### src/rtl/frame_write_if.sv
// Stream-in / camera-out bundle for frame_write: AXI-Stream byte sink plus parallel camera bus.
// slave = frame_write side, master = source/observer side.
interface frame_write_if;
  logic [7:0] s_tdata;
  logic       s_tvalid;
  logic       s_tready;
  logic       s_tlast;
  logic       PCLK;
  logic       VSYNC;
  logic       HREF;
  logic [7:0] D;

  modport slave (
    input  s_tdata, s_tvalid, s_tlast,
    output s_tready, PCLK, VSYNC, HREF, D
  );

  modport master (
    output s_tdata, s_tvalid, s_tlast,
    input  s_tready, PCLK, VSYNC, HREF, D
  );
endinterface

### src/rtl/frame_write.sv
// Camera emulator: replays an AXI-Stream byte frame as PCLK/VSYNC/HREF/D; bus changes only on PCLK fall.
// Byte lands on D at the slot edge it is accepted; source is pulled once per slot, never stalls timing.
module frame_write #(
  parameter int H_BYTES   = 1280,
  parameter int V_LINES   = 480,
  parameter int H_BLANK   = 144,
  parameter int VS_LINES  = 3,
  parameter int VBP_LINES = 17,
  parameter int VFP_LINES = 10
) (
  input  logic         clk,
  input  logic         RESET,
  input  logic         init_done,
  frame_write_if.slave cam,
  output logic         frame_done,
  output logic         underflow,
  output logic         tlast_err
);

  function automatic int imax(input int a, input int b);
    return (a > b) ? a : b;
  endfunction

  localparam int LINE_LEN    = H_BYTES + H_BLANK;
  localparam int FRAME_BYTES = H_BYTES * V_LINES;
  localparam int V_MAX       = imax(imax(VS_LINES, VBP_LINES), imax(V_LINES, VFP_LINES));
  localparam int HW          = $clog2(LINE_LEN + 1);
  localparam int VW          = $clog2(V_MAX + 1);
  localparam int SW          = $clog2(FRAME_BYTES + 1);

  localparam logic [HW-1:0] COL_LINE_END = HW'(LINE_LEN - 1);
  localparam logic [HW-1:0] COL_ACT_END  = HW'(H_BYTES - 1);
  localparam logic [VW-1:0] VS_END       = VW'(VS_LINES - 1);
  localparam logic [VW-1:0] VBP_END      = VW'(VBP_LINES - 1);
  localparam logic [VW-1:0] ACT_END      = VW'(V_LINES - 1);
  localparam logic [VW-1:0] VFP_END      = VW'(VFP_LINES - 1);
  localparam logic [SW-1:0] LAST_SLOT    = SW'(FRAME_BYTES - 1);

  typedef enum logic [2:0] {
    S_IDLE,
    S_VSYNC,
    S_VBP,
    S_ACTIVE,
    S_HBLANK,
    S_VFP
  } state_t;

  state_t        state_q, state_n;
  logic [HW-1:0] col_q, col_n;
  logic [VW-1:0] line_q, line_n;
  logic [SW-1:0] slot_q;
  logic          pclk_q;
  logic [7:0]    d_q;
  logic          done_n;
  logic          line_end;
  logic          load_slot;
  logic          is_last_slot;

  // Every decision is taken on the clk edge where PCLK falls (pclk_q == 1 before the edge).
  always_comb begin
    state_n  = state_q;
    col_n    = col_q;
    line_n   = line_q;
    done_n   = 1'b0;
    line_end = (col_q == COL_LINE_END);

    if (pclk_q) begin
      if (state_q != S_IDLE) begin
        col_n = line_end ? '0 : col_q + 1'b1;
      end

      case (state_q)
        S_IDLE: begin
          if (init_done && cam.s_tvalid) begin
            state_n = S_VSYNC;
            col_n   = '0;
            line_n  = '0;
          end
        end

        S_VSYNC: begin
          if (line_end) begin
            if (line_q == VS_END) begin
              state_n = S_VBP;
              line_n  = '0;
            end else begin
              line_n = line_q + 1'b1;
            end
          end
        end

        S_VBP: begin
          if (line_end) begin
            if (line_q == VBP_END) begin
              state_n = S_ACTIVE;
              line_n  = '0;
            end else begin
              line_n = line_q + 1'b1;
            end
          end
        end

        S_ACTIVE: begin
          if (col_q == COL_ACT_END) begin
            state_n = S_HBLANK;
          end
        end

        // line_q counts active lines here, so the last blanking interval leads into VFP.
        S_HBLANK: begin
          if (line_end) begin
            if (line_q == ACT_END) begin
              state_n = S_VFP;
              line_n  = '0;
            end else begin
              state_n = S_ACTIVE;
              line_n  = line_q + 1'b1;
            end
          end
        end

        S_VFP: begin
          if (line_end) begin
            if (line_q == VFP_END) begin
              state_n = S_IDLE;
              line_n  = '0;
              done_n  = 1'b1;
            end else begin
              line_n = line_q + 1'b1;
            end
          end
        end

        default: begin
          state_n = S_IDLE;
          col_n   = '0;
          line_n  = '0;
        end
      endcase
    end
  end

  // Ready is raised in the PCLK-high clk that precedes the edge opening a byte slot.
  assign load_slot    = pclk_q && (state_n == S_ACTIVE);
  assign is_last_slot = (slot_q == LAST_SLOT);

  assign cam.s_tready = load_slot && !RESET;
  assign cam.PCLK     = pclk_q;
  assign cam.VSYNC    = (state_q == S_VSYNC);
  assign cam.HREF     = (state_q == S_ACTIVE);
  assign cam.D        = d_q;

  always_ff @(posedge clk) begin
    if (RESET) begin
      state_q    <= S_IDLE;
      col_q      <= '0;
      line_q     <= '0;
      slot_q     <= '0;
      pclk_q     <= 1'b0;
      d_q        <= '0;
      frame_done <= 1'b0;
      underflow  <= 1'b0;
      tlast_err  <= 1'b0;
    end else begin
      pclk_q     <= ~pclk_q;
      state_q    <= state_n;
      col_q      <= col_n;
      line_q     <= line_n;
      frame_done <= done_n;

      if (pclk_q) begin
        if (load_slot) begin
          slot_q <= slot_q + 1'b1;
          if (cam.s_tvalid) begin
            d_q <= cam.s_tdata;
            if (cam.s_tlast != is_last_slot) begin
              tlast_err <= 1'b1;
            end
          end else begin
            // Empty slot keeps its place in the line; the bus idles at zero.
            d_q       <= '0;
            underflow <= 1'b1;
          end
        end else begin
          d_q <= '0;
          if (state_n == S_IDLE) begin
            slot_q <= '0;
          end
        end
      end
    end
  end

endmodule

### src/flat_wrapper.sv
// flat-port wrapper written by rule: the top's interface ports become plain ports
module frame_write_flat 
#(
  parameter int H_BYTES   = 1280,
  parameter int V_LINES   = 480,
  parameter int H_BLANK   = 144,
  parameter int VS_LINES  = 3,
  parameter int VBP_LINES = 17,
  parameter int VFP_LINES = 10
)
  (clk, RESET, init_done, frame_done, underflow, tlast_err, cam_s_tdata, cam_s_tvalid, cam_s_tlast, cam_s_tready, cam_PCLK, cam_VSYNC, cam_HREF, cam_D);
  frame_write_if cam_i ();
  input  logic clk;
  input  logic RESET;
  input  logic init_done;
  output logic frame_done;
  output logic underflow;
  output logic tlast_err;
  input wire logic [$bits(cam_i.s_tdata)-1:0] cam_s_tdata;
  input wire logic [$bits(cam_i.s_tvalid)-1:0] cam_s_tvalid;
  input wire logic [$bits(cam_i.s_tlast)-1:0] cam_s_tlast;
  output wire logic [$bits(cam_i.s_tready)-1:0] cam_s_tready;
  output wire logic [$bits(cam_i.PCLK)-1:0] cam_PCLK;
  output wire logic [$bits(cam_i.VSYNC)-1:0] cam_VSYNC;
  output wire logic [$bits(cam_i.HREF)-1:0] cam_HREF;
  output wire logic [$bits(cam_i.D)-1:0] cam_D;
  assign cam_i.s_tdata = cam_s_tdata;
  assign cam_i.s_tvalid = cam_s_tvalid;
  assign cam_i.s_tlast = cam_s_tlast;
  assign cam_s_tready = cam_i.s_tready;
  assign cam_PCLK = cam_i.PCLK;
  assign cam_VSYNC = cam_i.VSYNC;
  assign cam_HREF = cam_i.HREF;
  assign cam_D = cam_i.D;
  frame_write #(.H_BYTES(H_BYTES), .V_LINES(V_LINES), .H_BLANK(H_BLANK), .VS_LINES(VS_LINES), .VBP_LINES(VBP_LINES), .VFP_LINES(VFP_LINES)) u_core (.clk(clk), .RESET(RESET), .init_done(init_done), .cam(cam_i), .frame_done(frame_done), .underflow(underflow), .tlast_err(tlast_err));
endmodule
### config.mk
export PLATFORM = sky130hd
export DESIGN_NAME = frame_write_flat
export DESIGN_NICKNAME = d
export VERILOG_FILES = /design/src/rtl/frame_write_if.sv /design/src/rtl/frame_write.sv /design/src/flat_wrapper.sv
export SDC_FILE = /design/constraint.sdc
export NUM_CORES = 1
export LEC_CHECK = 0
export CORE_MARGIN = 2
export CORE_UTILIZATION = 61
export CTS_CLUSTER_SIZE = 12
export DETAILED_ROUTE_END_ITERATION = 8
export PLACE_DENSITY = 0.84
export RECOVER_POWER = 25
export SETUP_SLACK_MARGIN = 0.2
export SLEW_MARGIN = 20
export SYNTH_ARGS = -nofsm -noshare
export SYNTH_HDL_FRONTEND = slang
export SYNTH_SLANG_ARGS = --single-unit
### constraint.sdc
create_clock -name clk -period 4.9 [get_ports clk]
set_input_delay 0.98 -clock clk [delete_from_list [all_inputs] [get_ports clk]]
set_output_delay 0.98 -clock clk [all_outputs]
set_load 0.02 [all_outputs]
# After elaboration in Yosys (flattened, before gate mapping)
# Cells that the tools add are included.
[classes]
eq_ne = 19
muxes = 31
n_mul = 0
div_mod_pow = 0
reduce_logical = 14
shifts = 0
addsub = 3
n_bitwise = 5
magnitude_cmp = 0
[op_table]
columns = ["operator", "count"]
rows = [
  ["9-bit 2-to-1 mux", 9],
  ["9-bit case mux with 6 select lines", 1],
  ["20-bit 2-to-1 mux", 2],
  ["11-bit 2-to-1 mux", 3],
  ["3-bit 2-to-1 mux", 11],
  ["11-bit equality test (second input constant)", 2],
  ["11-bit case mux with 2 select lines", 1],
  ["20-bit by 1-bit adder with 20-bit output (second input constant)", 1],
  ["20-bit equality test (second input constant)", 1],
  ["3-bit case mux with 6 select lines", 1],
  ["8-bit 2-to-1 mux", 2],
  ["11-bit by 1-bit adder with 11-bit output (second input constant)", 1],
  ["2-bit by 1-bit inequality test with 1-bit output (second input constant)", 5],
  ["9-bit by 1-bit adder with 9-bit output (second input constant)", 1],
  ["3-bit by 2-bit equality test with 1-bit output (second input constant)", 3],
  ["9-bit by 2-bit equality test with 1-bit output (second input constant)", 1],
  ["9-bit by 4-bit equality test with 1-bit output (second input constant)", 1],
  ["9-bit by 5-bit equality test with 1-bit output (second input constant)", 1],
  ["9-bit equality test (second input constant)", 1],
  ["7-bit AND reduction", 1],
  ["3-bit equality test (second input constant)", 2],
  ["3-bit zero test", 2],
  ["1-bit NOT", 5],
  ["5-bit OR reduction", 1],
  ["other kinds (11)", 13],
]
[word_totals]
rom_bits = 0
latchBits = 0
mem_bits_rw = 0
mem_count = 0
ff_bits = 55
out_inout_bits = 15

# Logic depth before layout (Yosys ltp)
# Gate-level depths: netlist of the first run.
[depth]
depth_word = 9
depth_mapped = 11
depth_no_buf = 10

# Worst setup path before layout of the first run
# OpenSTA, ideal clock, no wires.
[synth_timing]
path_type = "flip-flop to output port"
start = "reg u_core.col_q[6]"
end = "out cam_s_tready"
required_ns = 3.920
stages_incl_launch_ff = 10
path_slack_ns = 1.640
t_arrival_ns = 2.280
path_buffers = 3
cell_sequence = "dfxtp_1 > buf_6 > or4b_1 > or3_1 > buf_2 > or3_1 > o211ai_2 > o211ai_4 > nor2_4 > buf_4"
[synth_between]
elab_chain_cells = 7
elab_cells_between_ends = 12
cone_classes = "3 x eq/ne; 7 x mux; 2 x reduce/logical"
[synth_lines]
columns = ["element", "line", "source"]
rows = [
  ["from (decl)", "frame_write.sv:49", "logic [HW-1:0] col_q, col_n;"],
  ["from (signal assigned)", "frame_write.sv:167", "col_q <= col_n;"],
  ["11-bit equality test (on tied branches)", "frame_write.sv:65, frame_write.sv:104", ""],
  ["3-bit 2-to-1 mux (on tied branches)", "--", ""],
  ["3-bit case mux with 6 select lines (*)", "frame_write.sv:72", "case (state_q)"],
  ["3-bit 2-to-1 mux (*)", "frame_write.sv:67", "if (pclk_q) begin"],
  ["3-bit by 2-bit equality test with 1-bit output (*)", "frame_write.sv:144", "assign load_slot = pclk_q && (state_n == S_ACTIVE);"],
  ["1-bit logical AND (*)", "frame_write.sv:144", ""],
  ["1-bit logical AND (*)", "frame_write.sv:147", "assign cam.s_tready = load_slot && !RESET;"],
  ["to (decl)", "flat_wrapper.sv:22", "output wire logic [$bits(cam_i.s_tready)-1:0] cam_s_tready;"],
]
# Every way passes the cells marked *; elsewhere a longest branch is shown, timed or not.

# Worst setup path after layout of the first run
[layout_timing]
start = "in cam_s_tvalid"
end = "out cam_s_tready"
[layout_between]
elab_chain_cells = 7
[layout_lines]
columns = ["element", "line", "source"]
rows = [
  ["from (decl)", "flat_wrapper.sv:20", "input wire logic [$bits(cam_i.s_tvalid)-1:0] cam_s_tvalid;"],
  ["1-bit logical AND", "frame_write.sv:74", "if (init_done && cam.s_tvalid) begin"],
  ["3-bit 2-to-1 mux", "frame_write.sv:74", ""],
  ["3-bit case mux with 6 select lines", "frame_write.sv:72", ""],
  ["3-bit 2-to-1 mux", "frame_write.sv:67", ""],
  ["3-bit by 2-bit equality test with 1-bit output", "frame_write.sv:144", ""],
  ["1-bit logical AND", "frame_write.sv:144", ""],
  ["1-bit logical AND", "frame_write.sv:147", ""],
]
# Every way passes these cells.

==> results of run 1 <==
## layout make-up
| class | count | area (sq um) | area share |
|---|---|---|---|
| multi-input combinational | 280 | 1720 | 0.519 |
| clock inverter | 3 | 43.8 | 0.0132 |
| clock buffer | 5 | 68.8 | 0.0207 |
| inverter | 9 | 33.8 | 0.0102 |
| timing repair buffer | 29 | 282 | 0.0848 |
| sequential | 55 | 1100 | 0.332 |
| tap | 54 | 67.6 | 0.0204 |
## cells in the mapped netlist, types with 3 or more instances
| cell type | number | share of area |
|---|---|---|
| dfxtp_1 | 55 | 0.37 |
| nand2_1 | 36 | 0.046 |
| nor2_1 | 32 | 0.041 |
| o21ai_0 | 28 | 0.047 |
| o21ai_1 | 23 | 0.039 |
| nor2b_1 | 16 | 0.034 |
| clkbuf_1 | 14 | 0.018 |
| nand3_1 | 14 | 0.024 |
| nor3_1 | 12 | 0.020 |
| inv_1 | 9 | 0.011 |
| a21oi_1 | 8 | 0.014 |
| a32o_1 | 8 | 0.027 |
| and3_1 | 8 | 0.017 |
| xnor2_1 | 8 | 0.024 |
| ha_1 | 6 | 0.025 |
| nand4_1 | 6 | 0.013 |
| a22o_1 | 5 | 0.015 |
| and2_1 | 5 | 0.011 |
| o31ai_1 | 5 | 0.013 |
| xor2_1 | 5 | 0.015 |
| a21o_1 | 4 | 0.010 |
| a31oi_1 | 4 | 0.0085 |
| nor4_1 | 4 | 0.0085 |
| or3_1 | 4 | 0.0085 |
| a211oi_1 | 3 | 0.0076 |
| nand3b_1 | 3 | 0.0076 |
| nor4b_1 | 3 | 0.0089 |
## layout by cell type (no fill, tap or decap), types with 9 or more instances in the layout
master	count
dlygate4sd3_1	12
nand3_1	14
nand2_1	36
nor2_1	32
o21ai_1	23
nor3_1	12
clkdlybuf4s50_1	15
inv_1	9
o21ai_0	28
nor2b_1	16
dfxtp_1	55
## stage by stage
step           std cells  worst slack, ns
2_1_floorplan        363             1.64
3_3_place_gp         427            0.655
3_5_place_dp         427            0.632
4_1_cts              435            0.621
5_1_grt              435            0.351
6_report             435            0.614
## flip-flops by register name, indices dropped and copies added (netlist names)
register and cells:
u_core.line_q 9, u_core.tlast_err 1, u_core.col_q 11, u_core.underflow 1, u_core.state_q 3, u_core.cam.PCLK 1, u_core.cam.D 8, u_core.frame_done 1
u_core.slot_q 20
## cells by family (layout without fill, tap and decap cells)
| logic type | Yosys count | after routing |
|---|---|---|
| AO/OA/AOI/OAI | 105 | 105 |
| AND/OR/NAND/NOR | 152 | 152 |
| adder cells (fa/ha/maj) | 6 | 6 |
| buffers and inverters | 28 | 46 |
| flip-flops | 55 | 55 |
| XOR/XNOR | 13 | 13 |
| multiplexers | 4 | 4 |
## worst min-delay path by stage
stage / startpoint / endpoint / cells past startpoint
6_report: u_core.cam.D[5]$_SDFFE_PP0P_ / u_core.cam.D[5]$_SDFFE_PP0P_ / 1
3_3_place_gp: u_core.slot_q[19]$_SDFFE_PP0P_ / u_core.slot_q[19]$_SDFFE_PP0P_ / 1
4_1_cts: u_core.slot_q[19]$_SDFFE_PP0P_ / u_core.slot_q[19]$_SDFFE_PP0P_ / 1
2_1_floorplan: u_core.slot_q[19]$_SDFFE_PP0P_ / u_core.slot_q[19]$_SDFFE_PP0P_ / 1
5_1_grt: u_core.cam.D[4]$_SDFFE_PP0P_ / u_core.cam.D[4]$_SDFFE_PP0P_ / 1
3_5_place_dp: u_core.cam.D[5]$_SDFFE_PP0P_ / u_core.cam.D[5]$_SDFFE_PP0P_ / 1
## metal layers
layer,global-route usage,part of all wire,routed length [um]
met5,0,0,0
met4,0.0687,0.0085,54
met3,0.0453,0.047,299
met2,0.405,0.48,3020
met1,0.323,0.47,2980
## worst reg2reg max path, stage by stage, from the launching register on
cell	delay (ns)
dfxtp_1	0.37
inv_1	0.11
ha_1	0.15
nor4bb_1	0.58
nand2_1	0.14
o211ai_2	0.20
o211ai_2	0.18
or3_4	0.43
o21ai_1	0.18
a21oi_1	0.16
mux2_2	0.35
## power by group
part	leakage [nW]	total, mW	switching [mW]	internal (mW)
combinational	0.688	0.0807	0.0486	0.0321
clock	0.0581	0.304	0.151	0.152
sequential	0.444	0.459	0.00887	0.450
==> flow_summary.ini, run 1 <==
[synthesis]
ys_async_sr_fraction = 0
synth_top_family_by_area = simple AND/OR/NAND/NOR gates
yosysWarnings = 0
synth-main-ff-cell = dfxtp_1
ys_seq_area_frac = 0.373
ys_seq_elements = 55
synth_xor_area_frac = 0.0386
synth_compound_area_frac = 0.239
synth_nets = 382
synth_simple_gate_area_frac = 0.266
synth.distinct_cells = 52
synth_edf_count = 0
syn-cell-area_sq_mm = 0.00295
syn_avg_cell_area_sq_um = 8.13
syn_inst = 363
synth-adder-area-share = 0.0254
muxShareOfSynthArea = 0.0144

[drt]
dr.pass1.iters = 4
route.detailed.wl_per_inst_um = 14.6
via_count = 2677
viasPerCell = 6.15
drt_iter0_markers = 236
drc = 0
antenna_left = 0
wl_um = 6360

[setup_path]
rr_endpoint = u_core.slot_q[0]$_SDFFE_PP0P_
slowest_stage = clkdlybuf4s50_1
arrival_ns = 3.31
crit_fanout = 18
rrSetupSlack_ns = 1.95
endpoint_kind = output pin
critPathKind = in2out
cp_num_buf_inv = 2
required_ns = 3.92
cpPeakStageDelay_ns = 0.78
path_common_cell = clkdlybuf4s50_1
crit_end = cam_s_tready
setup.worst_path.start_class = primary input
critPathLaunch = cam_s_tvalid
cp_top_family = buffers and inverters
ff2ff_path_depth = 10
cp_num_cells = 7
rr_startpoint = u_core.line_q[1]$_SDFFE_PP0P_
cp_cell_sequence = clkdlybuf4s50_1 > a21oi_1 > nor3_1 > o21a_1 > o211ai_4 > nor2_4 > clkdlybuf4s50_1

[clock_tree]
clockBufferDepth = 2
tritoncts = built
postCtsSetupRepairBufs = 0
numCtsBuffers = 5
cts_hold_buf = 0
htreeDepth = 2
clk_pin_slew_worst_paths_ns = 0.10
cts_sinks = 55
cts_resized = 0
clk_latency_ns = 0.31
root_buffer = clkbuf_8

[timing]
worst_pin_slew_ns = 1.26
fmax_ghz = 0.233
max_slew_margin = 0.162
final.setup.tns_ns = 0
setup_viol = 0
fin_crit_sh = 0.875
slew_viol_final = 0
period_needed_ns = 4.29
skew_ns = 0.00839
hold_viol = 0
rsz0062_at_grt = no
fin_hold_ws_ns = 0.466

[global_routing]
grt_pass1_wl_um = 10500
antenna_found_initial = 0
grt_usage = 0.243
grt_start_max_net_pins = 29
grt_pass1_vias = 2335
overflow = 0

[outcome]
status = finished clean

[cells_and_area]
nets = 399
postLayoutCellArea_sq_mm = 0.00332
syn_to_final_growth_pct = 12.4
utilization = 0.707
antenna_cells = 0
nFillCells = 373
drive_gt1_frac = 0.0499

[floorplanning]
die_w_um = 73.6
start_util = 0.629
die_area_sq_mm = 0.00541
pin_count = 28
coreArea_sq_mm = 0.00469
rows = 25
fp.dieH_um = 73.6

[power]
ir_drop_mv = 0.163
total_power_mw = 0.844
p_per_area_mw_per_mm2 = 254
p_leak_nw = 1.19

[run]
maxCapViolations = 0

[placement]
port_buffers = 27
placed_area_sq_mm = 0.00321
dpl.hpwl_um = 4410
gp_congestion = 0.817

[min_path]
hp-class = reg2reg
(Power assumes the default switching activity.)
==> run 2, diff against run 1 <==
- HOLD_SLACK_MARGIN: unset -> 0.15
- TNS_END_PERCENT: unset -> 5
==> results of run 2 <==
Final layout, timing and power as in run 1 (identical DEF).
